### config.mk
export PLATFORM = sky130hd
export DESIGN_NAME = scr1_dmem_responder
export DESIGN_NICKNAME = d
export VERILOG_FILES = /design/src/rtl/scr1_dmem_responder_pkg.sv /design/src/rtl/scr1_mem_lane_steer.sv /design/src/rtl/scr1_dmem_responder.sv
export SDC_FILE = /design/constraint.sdc
export NUM_CORES = 1
export LEC_CHECK = 0
export CORE_MARGIN = 3
export CORE_UTILIZATION = 31
export DETAILED_ROUTE_END_ITERATION = 6
export GPL_ROUTABILITY_DRIVEN = 0
export PLACE_DENSITY = 0.81
export SYNTH_ARGS = -nofsm -noshare
export SYNTH_HDL_FRONTEND = slang
export SYNTH_HIERARCHICAL = 1
export SYNTH_SLANG_ARGS = --single-unit
### constraint.sdc
create_clock -name clk -period 1.82 [get_ports clk]
set_input_delay 0.273 -clock clk [delete_from_list [all_inputs] [get_ports clk]]
set_output_delay 0.273 -clock clk [all_outputs]
set_load 0.005 [all_outputs]
### src/rtl/scr1_dmem_responder_pkg.sv
`default_nettype none
// ============================================================================
// Module      : scr1_dmem_responder_pkg
// Description : Shared types and helpers for the SCR1 memory-interface
//               responders. It holds the memif command/width/response enums,
//               the width-to-byte-enable helper, the alignment helper and
//               the maximum response latency.
// Revision    : 1.0 - initial release
// ============================================================================
package scr1_dmem_responder_pkg;

    typedef enum logic {
        SCR1_MEM_CMD_RD = 1'b0,
        SCR1_MEM_CMD_WR = 1'b1
    } type_scr1_mem_cmd_e;

    typedef enum logic [1:0] {
        SCR1_MEM_WIDTH_BYTE  = 2'b00,
        SCR1_MEM_WIDTH_HWORD = 2'b01,
        SCR1_MEM_WIDTH_WORD  = 2'b10,
        SCR1_MEM_WIDTH_ERROR = 2'b11
    } type_scr1_mem_width_e;

    typedef enum logic [1:0] {
        SCR1_MEM_RESP_NOTRDY = 2'b00,
        SCR1_MEM_RESP_RDY_OK = 2'b01,
        SCR1_MEM_RESP_RDY_ER = 2'b10
    } type_scr1_mem_resp_e;

    // Longest supported accept-to-response distance, in cycles
    localparam int SCR1_DMEM_RESP_LAT_MAX = 4;

    // Byte enables of an access of the given width starting at byte offset
    function automatic logic [3:0] scr1_width_to_be(
        input type_scr1_mem_width_e width,
        input logic [1:0]           offset
    );
        logic [3:0] be;
        case (width)
            SCR1_MEM_WIDTH_BYTE:  be = 4'b0001 << offset;
            SCR1_MEM_WIDTH_HWORD: be = 4'b0011 << offset;
            SCR1_MEM_WIDTH_WORD:  be = 4'b1111;
            default:              be = 4'b0000;
        endcase
        return be;
    endfunction

    // Natural alignment check; the reserved width encoding is never aligned
    function automatic logic scr1_mem_aligned(
        input type_scr1_mem_width_e width,
        input logic [1:0]           offset
    );
        logic ok;
        case (width)
            SCR1_MEM_WIDTH_BYTE:  ok = 1'b1;
            SCR1_MEM_WIDTH_HWORD: ok = ~offset[0];
            SCR1_MEM_WIDTH_WORD:  ok = (offset == 2'b00);
            default:              ok = 1'b0;
        endcase
        return ok;
    endfunction

endpackage : scr1_dmem_responder_pkg
`default_nettype wire

### src/rtl/scr1_mem_lane_steer.sv
`default_nettype none
// ============================================================================
// Module      : scr1_mem_lane_steer
// Description : Purely combinational byte-lane steering for a 32-bit memory
//               port. The request side produces byte enables and the
//               lane-placed write data. The response side extracts
//               right-aligned, zero-extended read data. The two sides take
//               independent width/offset inputs because they belong to
//               different transactions when accepts are back-to-back.
// Ports       : req_width/req_offset/req_wdata -> req_be, req_wdata_lane
//               rsp_width/rsp_offset/rsp_rdata -> rsp_data
// Revision    : 1.0 - initial release
// ============================================================================
module scr1_mem_lane_steer
    import scr1_dmem_responder_pkg::*;
(
    input  type_scr1_mem_width_e req_width,
    input  logic [1:0]           req_offset,
    input  logic [31:0]          req_wdata,
    output logic [3:0]           req_be,
    output logic [31:0]          req_wdata_lane,
    input  type_scr1_mem_width_e rsp_width,
    input  logic [1:0]           rsp_offset,
    input  logic [31:0]          rsp_rdata,
    output logic [31:0]          rsp_data
);

    logic [4:0]  w_req_shift;
    logic [4:0]  w_rsp_shift;
    logic [31:0] w_rsp_shifted;

    assign w_req_shift    = {req_offset, 3'b000};
    assign w_rsp_shift    = {rsp_offset, 3'b000};

    assign req_be         = scr1_width_to_be(req_width, req_offset);
    assign req_wdata_lane = req_wdata << w_req_shift;

    assign w_rsp_shifted  = rsp_rdata >> w_rsp_shift;

    always_comb begin
        rsp_data = w_rsp_shifted;
        case (rsp_width)
            SCR1_MEM_WIDTH_BYTE:  rsp_data = {24'h0, w_rsp_shifted[7:0]};
            SCR1_MEM_WIDTH_HWORD: rsp_data = {16'h0, w_rsp_shifted[15:0]};
            default:              rsp_data = w_rsp_shifted;
        endcase
    end

endmodule : scr1_mem_lane_steer
`default_nettype wire

### src/rtl/scr1_dmem_responder.sv
`default_nettype none
// ============================================================================
// Module      : scr1_dmem_responder
// Description : Target endpoint of the SCR1 data-memory interface in front of
//               a single-port synchronous SRAM. It accepts one request at a
//               time and checks window range and alignment. It drives the
//               SRAM in the accept cycle and presents a one-cycle response
//               exactly RESP_LATENCY cycles after the accept edge.
// Ports       : clk, rst_n (async, active-low)
//               dmem_req/dmem_req_ack/dmem_cmd/dmem_width/dmem_addr/
//               dmem_wdata  - request side
//               dmem_rdata/dmem_resp - response side
//               sram_cs/we/be/addr/wdata/rdata - SRAM port (1-cycle read)
// Revision    : 1.0 - initial release
// ============================================================================
module scr1_dmem_responder
    import scr1_dmem_responder_pkg::*;
#(
    parameter int          SRAM_AWIDTH  = 12,
    parameter logic [31:0] BASE_ADDR    = 32'h0001_0000,
    parameter int          RESP_LATENCY = 1
) (
    input  logic                   clk,
    input  logic                   rst_n,
    input  logic                   dmem_req,
    output logic                   dmem_req_ack,
    input  type_scr1_mem_cmd_e     dmem_cmd,
    input  type_scr1_mem_width_e   dmem_width,
    input  logic [31:0]            dmem_addr,
    input  logic [31:0]            dmem_wdata,
    output logic [31:0]            dmem_rdata,
    output type_scr1_mem_resp_e    dmem_resp,
    output logic                   sram_cs,
    output logic                   sram_we,
    output logic [3:0]             sram_be,
    output logic [SRAM_AWIDTH-1:0] sram_addr,
    output logic [31:0]            sram_wdata,
    input  logic [31:0]            sram_rdata
);

    localparam int c_cnt_w = $clog2(SCR1_DMEM_RESP_LAT_MAX);
    localparam logic [c_cnt_w-1:0] c_lat_init = c_cnt_w'(RESP_LATENCY - 1);
    // Clears the in-window byte offset so the remainder compares to the base
    localparam logic [31:0] c_win_mask = ~((32'd1 << (SRAM_AWIDTH + 2)) - 32'd1);

    typedef enum logic [1:0] {
        ST_IDLE = 2'd0,
        ST_WAIT = 2'd1,
        ST_RESP = 2'd2
    } state_e;

    state_e               r_state;
    logic [c_cnt_w-1:0]   r_cnt;
    type_scr1_mem_cmd_e   r_cmd;
    type_scr1_mem_width_e r_width;
    logic [1:0]           r_off;
    logic                 r_err;

    logic        w_in_range;
    logic        w_aligned;
    logic        w_good;
    logic        w_accept;
    logic [3:0]  w_be;
    logic [31:0] w_wdata_lane;
    logic [31:0] w_rsp_raw;
    logic [31:0] w_rsp_data;

    // Request qualification
    assign w_in_range = ((dmem_addr & c_win_mask) == BASE_ADDR);
    assign w_aligned  = scr1_mem_aligned(dmem_width, dmem_addr[1:0]);
    assign w_good     = w_in_range & w_aligned;

    // Gating with rst_n keeps the acknowledge low while reset is held,
    // even though the state register already sits in IDLE.
    assign w_accept     = rst_n & dmem_req & ((r_state == ST_IDLE) | (r_state == ST_RESP));
    assign dmem_req_ack = w_accept;

    scr1_mem_lane_steer u_lane_steer (
        .req_width      (dmem_width),
        .req_offset     (dmem_addr[1:0]),
        .req_wdata      (dmem_wdata),
        .req_be         (w_be),
        .req_wdata_lane (w_wdata_lane),
        .rsp_width      (r_width),
        .rsp_offset     (r_off),
        .rsp_rdata      (w_rsp_raw),
        .rsp_data       (w_rsp_data)
    );

    // SRAM access only happens in the accept cycle of a good request
    assign sram_cs    = w_accept & w_good;
    assign sram_we    = w_accept & w_good & (dmem_cmd == SCR1_MEM_CMD_WR);
    assign sram_be    = (w_accept & w_good) ? w_be : 4'b0000;
    assign sram_addr  = dmem_addr[SRAM_AWIDTH+1:2];
    assign sram_wdata = w_wdata_lane;

    // With latency 1 the response cycle is the SRAM data cycle itself.
    // Longer latencies hold the word captured one cycle after the accept,
    // because the SRAM output is not guaranteed to stay stable afterwards.
    generate
        if (RESP_LATENCY == 1) begin : g_rdata_direct
            assign w_rsp_raw = sram_rdata;
        end else begin : g_rdata_captured
            logic        r_cap_en;
            logic [31:0] r_rdata_cap;

            always_ff @(posedge clk or negedge rst_n) begin
                if (!rst_n) begin
                    r_cap_en    <= 1'b0;
                    r_rdata_cap <= 32'h0;
                end else begin
                    r_cap_en <= w_accept;
                    if (r_cap_en) begin
                        r_rdata_cap <= sram_rdata;
                    end
                end
            end

            assign w_rsp_raw = r_rdata_cap;
        end
    endgenerate

    // Transaction FSM and latency counter
    always_ff @(posedge clk or negedge rst_n) begin
        if (!rst_n) begin
            r_state <= ST_IDLE;
            r_cnt   <= '0;
            r_cmd   <= SCR1_MEM_CMD_RD;
            r_width <= SCR1_MEM_WIDTH_BYTE;
            r_off   <= 2'b00;
            r_err   <= 1'b0;
        end else begin
            case (r_state)
                ST_IDLE, ST_RESP: begin
                    if (w_accept) begin
                        r_cmd   <= dmem_cmd;
                        r_width <= dmem_width;
                        r_off   <= dmem_addr[1:0];
                        r_err   <= ~w_good;
                        r_cnt   <= c_lat_init;
                        r_state <= (c_lat_init == '0) ? ST_RESP : ST_WAIT;
                    end else begin
                        r_state <= ST_IDLE;
                    end
                end
                ST_WAIT: begin
                    r_cnt <= r_cnt - 1'b1;
                    if (r_cnt == c_cnt_w'(1)) begin
                        r_state <= ST_RESP;
                    end
                end
                default: r_state <= ST_IDLE;
            endcase
        end
    end

    // Response is decoded from registered state only
    always_comb begin
        dmem_resp  = SCR1_MEM_RESP_NOTRDY;
        dmem_rdata = 32'h0;
        if (r_state == ST_RESP) begin
            dmem_resp = r_err ? SCR1_MEM_RESP_RDY_ER : SCR1_MEM_RESP_RDY_OK;
            if (!r_err && (r_cmd == SCR1_MEM_CMD_RD)) begin
                dmem_rdata = w_rsp_data;
            end
        end
    end

endmodule : scr1_dmem_responder
`default_nettype wire

Word-level counts from Yosys, hierarchy flattened
Cells that the tools add are included.
{ "word_totals": {"output_inout_bits": 85, "elab_cells": 52, "inputBits": 102, "reg_bits": 10} }
{ "classes": {"bitwise_logic": 9, "n_eq_ne": 9, "mux": 13, "shift": 4, "n_reduce_logical": 10, "add_sub_neg": 1} }
{ "ops": {"columns": ["cell", "count"], "rows": [
  ["32-bit 2-to-1 mux", 2],
  ["32-bit case mux with 2 select lines", 1],
  ["32-bit by 5-bit << shifter with 32-bit output", 1],
  ["32-bit by 5-bit right shift with 32-bit output", 1],
  ["18-bit by 3-bit == test with 1-bit output (second input constant)", 1],
  ["4-bit case mux with 3 select lines", 1],
  ["2-bit 2-to-1 mux", 5],
  ["2-bit by 1-bit == test with 1-bit output (second input constant)", 4],
  ["2-bit zero test", 4],
  ["2-bit case mux with 2 select lines", 2],
  ["1-bit bitwise AND", 5],
  ["2-bit == test (second input constant)", 2],
  ["4-bit 2-to-1 mux", 1],
  ["2-bit inequality test (second input constant)", 2],
  ["2-bit AND reduction", 2],
  ["1-bit by 2-bit << shifter with 4-bit output (first input constant)", 1],
  ["2-bit by 2-bit << shifter with 4-bit output (first input constant)", 1],
  ["1-bit inverter", 3],
  ["1-bit case mux with 3 select lines", 1],
  ["2-bit nonzero test", 1],
  ["2-bit OR reduction", 1],
  ["2-bit by 1-bit subtractor with 2-bit output (second input constant)", 1],
  ["1-bit logical AND", 1],
  ["1-bit zero test", 1],
  ["1-bit OR", 1]
]} }

Depth between registers and ports, before layout
Gate-level depths: netlist (run 1).
{ "depth": {"depth_word": 5, "depth_mapped": 7} }

Modules after synthesis
Netlist (run 1), hierarchy kept.
{ "modules_own_cells": {"columns": ["mod", "seq_area_each_um2", "area_per_inst_um2", "cells_per_inst", "n_inst"], "rows": [
  ["scr1_mem_lane_steer", 0.0, 1247.4, 169, 1],
  ["scr1_dmem_responder", 175.2, 710.7, 86, 1]
]} }

Worst setup path before layout (run 1)
Ideal clock, no wire load.
{ "synth_path": {"path_kind": "flip-flop to output port", "from": "register r_off[1]", "to": "output port dmem_rdata[2]", "stages_incl_launch_ff": 4, "path_buffers": 1, "path_slack_ps": 364, "arrival_ps": 1183, "path_cell_list": "dfrtp_1 -> buf_6 -> mux4_2 -> and2_1"} }
{ "synth_between": {"elab_chain_len": 4} }
{ "synth_lines": {"columns": ["item", "line", "rtl"], "rows": [
  ["from (decl)", "scr1_dmem_responder.sv:56", "logic [1:0] r_off;"],
  ["from (signal assigned)", "scr1_dmem_responder.sv:138", "r_off <= dmem_addr[1:0];"],
  ["32-bit by 5-bit right shift with 32-bit output", "scr1_mem_lane_steer.sv:38", "assign w_rsp_shifted = rsp_rdata >> w_rsp_shift;"],
  ["32-bit case mux with 2 select lines", "scr1_mem_lane_steer.sv:42", "case (rsp_width)"],
  ["net w_rsp_data[2]", "scr1_dmem_responder.sv:66", "logic [31:0] w_rsp_data;"],
  ["32-bit 2-to-1 mux", "scr1_dmem_responder.sv:163", "if (!r_err && (r_cmd == SCR1_MEM_CMD_RD)) begin"],
  ["32-bit 2-to-1 mux", "scr1_dmem_responder.sv:161", "if (r_state == ST_RESP) begin"],
  ["to (decl)", "scr1_dmem_responder.sv:31", "output logic [31:0] dmem_rdata,"]
]} }
The timed path passes the listed nets, and every way through them passes these cells.

Worst setup path in the final report (run 1)
{ "layout_path": {"from": "register r_off[0]", "to": "output port dmem_rdata[14]"} }
Same word-level chain as after synthesis.

==> flow_metrics.tcl, run 1 <==
set metrics [dict create \
    max_cap_viol_count 0 \
    boundaryPins 187 \
    setup_ws_ns -0.209 \
    io_buffers 162 \
    dp_cells 494 \
    grt_setup_unrepaired "true" \
    finClkSkew_ns 0 \
    path_max_fanout 5 \
    run_status "complete, but fails checks" \
    vias_per_cell 5.11 \
    critPathArrivalTime_ns 1.76 \
    synth_top_family_by_area "simple AND/OR/NAND/NOR gates" \
    ys.flop_type "dfrtp_1" \
    hold_path.class "in -> async" \
    power.total_mw 1.65 \
    synth_most_common_cell "and2_1" \
    dr.pass1.iters 5 \
    syn_to_final_growth_pct 127 \
    dieHeight_um 85.5 \
    ctsLongestPathBuffers 2 \
    cts_num_sinks 7 \
    end_kind "output pin" \
    criticalPathCategory "reg -> out" \
    synthSimpleGateAreaFrac_pct 36.4 \
    layout_min_cycle_time_ns 2.03 \
    wl_mm 9.05 \
    synthAdderAreaFrac_pct 0 \
    clkTransAtPathRegs_ns 0.04 \
    cts-root-buf "clkbuf_8" \
    synth_compound_area_share_pct 17.3 \
    syn_avg_cell_area_sq_um 7.68 \
    setup_viol 27 \
    worstPathRequired_ns 1.55 \
    crit_start "r_off[0]" \
    dp_hpwl_mm 5.77 \
    max_freq_mhz 493 \
    syn_inst 255 \
    synth_seq_cells 7 \
    synth_xor_area_share_pct 0 \
    grt_use_met1_pct 26.0 \
    track_usage_pct 23.1 \
    synthDistinctLibCells 34 \
    grt_start_max_net_pins 34 \
    ys_warn_count 6 \
    instances_no_fill 532 \
    htreeDepth 1 \
    cts_made_buffers 3 \
    synthesis.area_sq_um 1960 \
    grtUsageMet2_pct 43.1 \
    critPathMaxStageDelay_ns 0.44 \
    yosysTopAreaCell "and2_1" \
    antenna_found_initial 0 \
    critPathBufInv 5 \
    synthMuxAreaShare_pct 24.2 \
    die_w_um 85.5 \
    multi_input_area_sq_um 1790 \
    final_antenna_net_count 0 \
    yosys-top-cells-area "and2_1 (16%), mux2i_1 (14%), dfrtp_1 (8.9%)" \
    slew_headroom_pct 81.2 \
    insertion_delay_ns 0.22 \
    fp.coreArea_sq_um 6030 \
    ys_top_cells_by_count "and2_1 (49), mux2i_1 (27), a211oi_1 (23)" \
    crit_path_start_kind "flip-flop" \
    grt.busiest_layer "met2" \
    diodes 0 \
    p_leak_nw 2.13 \
    grt_overflow 0 \
    hold_viol_final 0 \
    rows 28 \
    violations "setup timing" \
    met3_usage_pct 5.34 \
    powerDensity_nw_per_um2 371 \
    max_slew.worst_pin.slew_ns 0.280 \
    path_cells "buf_12, buf_12, buf_6, buf_6, nand3b_1, o21ai_1, and2b_1, and2_1, buf_2" \
    grt_pass1_vias 2876 \
    register_area_sq_um 178 \
    syn_nets 357 \
    fin_nets 560 \
    ctsHoldBuffers 0 \
    drive_gt1_share_pct 40.3 \
    start_util_pct 32.5 \
    ys_seq_area_share_pct 8.95 \
    crit_family "buffers and inverters" \
    wl_per_cell_um 17.0 \
    fillers 433 \
    drt_drc_violations_left 0 \
    drv_slew 0 \
    timing.rr.start "r_off[0]" \
    synthArstFlopShare_pct 100 \
    synth_top_area_share_pct 15.7 \
    routed-via-count 2719 \
    synth_edf_count 0 \
    cts_tree "done" \
    dieArea_sq_um 7310 \
    final.period_utilization_pct 111 \
    grt_pass1_wl_mm 13.9 \
    critical_path.slowest_cell "dfrtp_2" \
    peakVddDrop_v 0.000290 \
    drt_iter0_drc 75 \
]
[per-stage QoR]
stage          instance area (sq um)  setup slack, ns  util [%]  setup TNS [ns]  hold slack (ns)
2_1_floorplan                   1960            0.364         -               0          -0.0226
5_1_grt                         4450           -0.257      73.9           -3.70           0.0196
6_report                        4450           -0.209      73.9           -2.14           0.0173
3_3_place_gp                    3760           -0.460      62.4          -17.36            0.458
3_5_place_dp                    3760           -0.517      62.4          -18.55            0.472
4_1_cts                         4290           -0.219      71.2           -3.69            0.398
[path summary, 6_finish.rpt]
path	end	slack [ns]	depth (start not counted)
setup / recovery	dmem_rdata[14]	-0.21	9
hold / removal	r_err	0.02	2
setup reg to reg	r_off[0]	0.99	1
hold reg to reg	r_cmd	0.47	2
max in group asynchronous	r_off[0]	1.67	2
min in group clk	r_state[1]	0.47	4
[layer usage]
metal / vias to the layer above / routed length [um]
met4: 0 / 123
met3: 16 / 658
met2: 138 / 4830
met1: 1278 / 3440
li1: 1287 / -
met5: - / 0
[final cells by class]
type	count	share of cell area (%)
inverters	6	0.506
well taps	75	2.11
multi-input cells	210	40.3
flip-flops and latches	7	3.99
clock buffers	4	1.01
repair buffers	230	52.1
[timing repair]
action                                  in CTS  in global routing
gates cloned                                 6                  1
setup buffers                               31                  7
gates resized for setup                    240                 77
endpoints found under the setup margin      71                 55
pin swaps                                   40                 36
[sequential cells by signal (all words and copies together), names as in the netlist]
register  cells
r_width       2
r_state       1
r_off         2
r_cmd         1
r_err         1
[report_power, final]
| group | switching (mW) | internal [mW] |
|---|---|---|
| clock network | 0.0620 | 0.151 |
| registers | 0.0204 | 0.175 |
| logic | 0.475 | 0.768 |
[cells in the final DEF, fill, tap and decap left out, types with 5 or more instances in the layout]
master / instances
buf_6: 36
a21oi_1: 10
mux2i_1: 24
inv_1: 5
buf_4: 27
buf_12: 9
nand2b_1: 5
nor2_1: 18
dfrtp_1: 5
dlymetal6s2s_1: 15
a211oi_2: 13
nor2b_1: 10
dlygate4sd2_1: 26
o21ai_0: 8
mux4_2: 7
clkdlybuf4s50_1: 82
nand2_1: 9
and2_1: 32
a211oi_1: 9
and2_4: 17
buf_2: 26
[cell families after synthesis]
logic type             Yosys count
DFF                              7
buffers and inverters           38
muxes                           38
and+or+nand+nor                122
AOI/OAI and AO/OA               50
(Power assumes the default switching activity.)
==> inputs of run 2 (changes only) <==
Settings changed: CORE_ASPECT_RATIO set to 1.1.
==> run 2 against run 1 <==
The flow still finishes with violations (setup timing). Hold slack better by 0.10 ns. First-iteration DRC count up 5.3%. Core utilization grew 1.8 points. Critical path type unchanged.
==> flow_metrics.tcl, run 2 (synthesis gave the netlist of run 1 again) <==
set metrics [dict create \
    run_status "complete, but fails checks" \
    violations "setup timing" \
    power.total_mw 1.70 \
    fillers 401 \
    cts_made_buffers 3 \
    fin_nets 567 \
    die_w_um 81.8 \
    powerDensity_nw_per_um2 377 \
    setup_viol 17 \
    p_leak_nw 2.15 \
    grt_start_max_net_pins 34 \
    final_cell_mix "clkdlybuf4s50_1 (87), and2_1 (38), buf_4 (38), buf_2 (27), buf_6 (27)" \
    syn_to_final_growth_pct 130 \
    layout_min_cycle_time_ns 1.97 \
    routed-via-count 2796 \
    dp_hpwl_mm 5.94 \
    drv_slew 0 \
    crit_path_start_kind "flip-flop" \
    critPathBufInv 3 \
    worstPathRequired_ns 1.55 \
    cts-root-buf "clkbuf_8" \
    cts_num_sinks 7 \
    max_cap_viol_count 0 \
    finClkSkew_ns 0 \
    drive_gt1_share_pct 40.9 \
    slew_headroom_pct 83.2 \
    dp_cells 500 \
    path_cells "buf_12, buf_16, mux2i_4, o21ai_1, and2b_1, and2_1, buf_2" \
    setup_ws_ns -0.146 \
    end_kind "output pin" \
    grt_pass1_wl_mm 13.2 \
    drt_drc_violations_left 0 \
    critPathMaxStageDelay_ns 0.42 \
    grt_setup_unrepaired "true" \
    hold_viol_final 0 \
    boundaryPins 187 \
    io_buffers 162 \
    diodes 0 \
    mostFrequentLayoutCell "clkdlybuf4s50_1" \
    instances_no_fill 541 \
    max_slew.worst_pin.slew_ns 0.250 \
    vias_per_cell 5.17 \
    grt_overflow 0 \
    top_regs "r_off (2), r_width (2)" \
    hold_path.class "in -> async" \
    dr.pass1.iters 4 \
    critical_path.slowest_cell "dfrtp_2" \
    final.period_utilization_pct 108 \
    ctsHoldBuffers 0 \
    final_antenna_net_count 0 \
    peakVddDrop_v 0.000387 \
    wl_per_cell_um 17.6 \
    criticalPathCategory "reg -> out" \
    fp.coreArea_sq_um 5950 \
    drt_iter0_drc 79 \
    critPathArrivalTime_ns 1.69 \
    dieArea_sq_um 7310 \
    max_freq_mhz 509 \
    cts_tree "done" \
    ctsLongestPathBuffers 2 \
    dieHeight_um 89.4 \
    wl_mm 9.52 \
    track_usage_pct 22.8 \
    rows 29 \
    htreeDepth 1 \
    antenna_found_initial 0 \
    clkTransAtPathRegs_ns 0.04 \
    start_util_pct 32.9 \
    insertion_delay_ns 0.22 \
    path_max_fanout 5 \
    grt_pass1_vias 2759 \
    crit_family "flip-flops" \
]
-- run 2: changes by cell type in the layout (fill, tap and decap cells not counted), sizes merged --
cell	previous run	this run
dlygate4sd2	26	16
clkdlybuf4s50	82	87
clkdlybuf4s15	0	6
clkbuf	9	11
buf	102	106
-- run 2: where the power goes --
group	leakage [nW]	internal, mW	switching, mW
Combinational	2.05	0.793	0.488
Clock	0.0228	0.152	0.0683
Sequential	0.0789	0.175	0.0230
-- run 2: final cells by class --
class	instances	area (sq um)	area share [%]
clock buffer	4	45.0	1.00
inverter	6	22.5	0.500
multi-input combinational	210	1810	40.2
sequential	7	178	3.95
tap	77	96.3	2.14
timing repair buffer	237	2350	52.2
-- run 2: worst reg2reg max path: stages, from the launching register on --
cell,delay [ns]
dfrtp_2,0.45
buf_4,0.15
mux2_2,0.26
-- run 2: per-stage QoR --
step | setup TNS (ns) | hold WS [ns] | worst slack, ns | util (%) | area, sq um
2_1_floorplan | 0 | -0.0226 | 0.364 | - | 1960
3_3_place_gp | -15.79 | 0.460 | -0.425 | 63.5 | 3780
3_5_place_dp | -16.48 | 0.504 | -0.489 | 63.5 | 3780
4_1_cts | -2.23 | 0.126 | -0.214 | 72.2 | 4300
5_1_grt | -2.53 | 0.143 | -0.195 | 75.7 | 4500
6_report | -1.38 | 0.120 | -0.146 | 75.7 | 4500
-- run 2: timing repair --
action / in CTS / in global routing
gates resized for setup: 227 / 66
endpoints found under the setup margin: 71 / 55
pin swaps: 32 / 36
buffers inserted: 25 / 9
cloned: 6 / 2
-- run 2: metal layers --
| layer | share of wire (%) | GRT usage (%) |
|---|---|---|
| met5 | 0 | 0 |
| met4 | 2.7 | 8.76 |
| met3 | 8.2 | 4.94 |
| met2 | 52 | 42.5 |
| met1 | 37 | 24.8 |
-- run 2: worst paths after layout --
kind	startpoint	to	slack (ns)	depth (start not counted)
max reg2reg	r_off[1]	r_off[1]	0.84	2
max in group asynchronous	rst_n	r_off[0]	1.56	2
min reg2reg	r_cmd	r_cmd	0.50	2
min	rst_n	r_state[1]	0.12	2
min in group clk	r_cmd	r_cmd	0.50	2
max	r_off[1]	dmem_rdata[14]	-0.15	7
==> inputs of run 3 (changes only) <==
Settings changed: CORE_UTILIZATION 31 to 28, PLACE_DENSITY 0.81 to 0.8, REMOVE_ABC_BUFFERS set to 1, SYNTH_HIERARCHICAL 1 to unset.
==> run 3 against run 2 <==
The run still ends with setup timing left. Critical endpoint unchanged. Flip-flop and latch count did not move. Non-clock buffer count fell by 4. Largest power group unchanged. Largest cell class unchanged. Die area fell by 5.2%.
==> flow_metrics.tcl, run 3 <==
set metrics [dict create \
    insertion_delay_ns 0.22 \
    dp_cells 490 \
    fp.coreArea_sq_um 5570 \
    criticalPathCategory "reg -> out" \
    vias_per_cell 4.99 \
    grt_pass1_vias 2713 \
    ys_warn_count 0 \
    met3_usage_pct 9.73 \
    drv_slew 0 \
    layout_min_cycle_time_ns 2.15 \
    htreeDepth 1 \
    top_regs "r_off (2), r_width (2)" \
    fin_nets 545 \
    hold_path.class "in -> async" \
    start_util_pct 30.0 \
    syn_to_final_growth_pct 134 \
    whs_ns 0.108 \
    violations "setup timing" \
    path_max_fanout 5 \
    mostFrequentLayoutCell "clkdlybuf4s50_1" \
    power_frac_comb_pct 67.3 \
    run_status "complete, but fails checks" \
    max_slew.worst_pin.slew_ns 0.277 \
    setup_viol 36 \
    synthArstFlopShare_pct 100 \
    hold_viol_final 0 \
    grt.busiest_layer "met2" \
    clkTransAtPathRegs_ns 0.04 \
    syn_inst 237 \
    yosysTopAreaCell "mux2i_1" \
    grt_use_met1_pct 22.0 \
    r2r-end "r_off[0]" \
    dr.pass1.iters 6 \
    syn_avg_cell_area_sq_um 7.04 \
    drt_iter0_drc 35 \
    dieArea_sq_um 6920 \
    timing.rr.start "r_off[0]" \
    dieHeight_um 87.0 \
    track_usage_pct 22.3 \
    pwr-share-clk_pct 17.2 \
    finClkSkew_ns 0 \
    drt_drc_violations_left 0 \
    crit_path_start_kind "flip-flop" \
    synth_edf_count 0 \
    end_kind "output pin" \
    synth_most_common_cell "mux2i_1" \
    dpl-instance-area_sq_um 3610 \
    peakVddDrop_v 0.000248 \
    seq_power_share_pct 15.5 \
    die_w_um 79.6 \
    routed-via-count 2586 \
    drive_gt1_share_pct 38.7 \
    setup_ws_ns -0.325 \
    antenna_found_initial 1 \
    ctsLongestPathBuffers 2 \
    cts_made_buffers 3 \
    power.internal_uw 814 \
    max_freq_mhz 466 \
    final.period_utilization_pct 118 \
    ys_top_cells_by_count "mux2i_1 (33), a211oi_1 (24), nand2_1 (20)" \
    critPathMaxStageDelay_ns 0.42 \
    yosys-top-cells-area "mux2i_1 (20%), a211oi_1 (11%), dfrtp_1 (10%)" \
    final_antenna_net_count 0 \
    synthesis.area_sq_um 1670 \
    powerDensity_nw_per_um2 315 \
    wl_per_cell_um 15.8 \
    critPathBufInv 4 \
    rrSetupSlack_ns 0.86 \
    ys.flop_type "dfrtp_1" \
    p_leak_nw 1.98 \
    boundaryPins 187 \
    grt_setup_unrepaired "true" \
    synthDistinctLibCells 32 \
    grtUsageMet2_pct 42.8 \
    cts_tree "done" \
    crit_family "buffers and inverters" \
    slew_headroom_pct 81.0 \
    critPathArrivalTime_ns 1.87 \
    cts_num_sinks 7 \
    synth_top_area_share_pct 19.8 \
    final_area_sq_um 3900 \
    swShare_pct 33.7 \
    cts-root-buf "clkbuf_8" \
    path_cells "or3b_4, buf_6, buf_4, o21bai_4, buf_6, a21oi_2, buf_2" \
    worstPathRequired_ns 1.55 \
    wl_mm 8.21 \
    reg2reg_depth 2 \
    final_cell_mix "clkdlybuf4s50_1 (74), buf_4 (56), buf_2 (38), mux2i_1 (33), dlygate4sd2_1 (28)" \
    max_cap_viol_count 0 \
    ys_seq_area_share_pct 10.5 \
    rows 28 \
    synth_seq_cells 7 \
    dp_hpwl_mm 6.19 \
    grt_pass1_wl_mm 12.4 \
    io_buffers 162 \
    instances_no_fill 518 \
    critical_path.slowest_cell "or3b_4" \
    switchingPower_uw 413 \
    grt_overflow 0 \
    crit_start "r_cmd" \
    cpMostUsedCell "buf_6" \
    grt_start_max_net_pins 27 \
]
## run 3: final cells by class
class / instances / area, sq um
Clock buffer: 4 / 45.0
Timing Repair Buffer: 233 / 2090
Sequential cell: 7 / 175
Multi-Input combinational cell: 195 / 1480
Tap cell: 75 / 93.8
Inverter: 3 / 11.3
Fill cell: 441 / 1670
Antenna cell: 1 / 2.50
## run 3: timing repair
| item | 4_1_cts | 5_1_grt |
|---|---|---|
| hold buffers | 0 | 0 |
| setup buffers | 17 | 5 |
| cloned | 1 | 0 |
| endpoints found under the setup margin | 71 | 46 |
| pin swaps | 24 | 12 |
| resized for setup | 234 | 40 |
| endpoints found under the hold margin | 0 | 0 |
## run 3: cells by family after synthesis
group / synth area share (%)
and+or+nand+nor: 33.4
DFF: 10.5
buffers and inverters: 12.0
AOI/OAI and AO/OA: 22.3
muxes: 21.8
## run 3: through the flow
step	util, %	setup slack [ns]	total power [mW]	TNS, ns
3_5_place_dp	64.7	-0.776	0.985	-28.01
4_1_cts	66.9	-0.286	1.21	-5.46
6_report	70.0	-0.325	1.23	-8.01
3_3_place_gp	64.7	-0.740	0.969	-26.12
5_1_grt	70.0	-0.362	1.32	-9.68
2_1_floorplan	-	-0.106	0.454	-1.10
## run 3: power groups by stage
stage	registers (mW)	logic, mW	clock network (mW)
4_1_cts	0.189	0.807	0.214
6_report	0.190	0.825	0.211
5_1_grt	0.192	0.894	0.230
3_5_place_dp	0.190	0.795	0
2_1_floorplan	0.231	0.223	0
3_3_place_gp	0.188	0.781	0
## run 3: worst register-to-register path, delay by kind of cell (launching register included)
family | cells | cell delay (ns)
buf+inv | 1 | 0.19
flops | 1 | 0.40
mux | 1 | 0.26
## run 3: how the worst max path moves through the flow
stage                     cells past startpoint             end  slack [ns]
after floorplan                               3  dmem_rdata[10]       -0.11
after global placement                        5      sram_be[3]       -0.74
after detailed placement                      5      sram_be[1]       -0.78
after CTS                                     7  dmem_rdata[25]       -0.29
after global routing                          7  dmem_rdata[30]       -0.36
final                                         7  dmem_rdata[14]       -0.33
## run 3: per-layer routing
layer,part of all wire [%],vias up
li1,-,1243
met1,35,1187
met2,51,150
met3,13,6
met4,0.80,0
met5,0,-
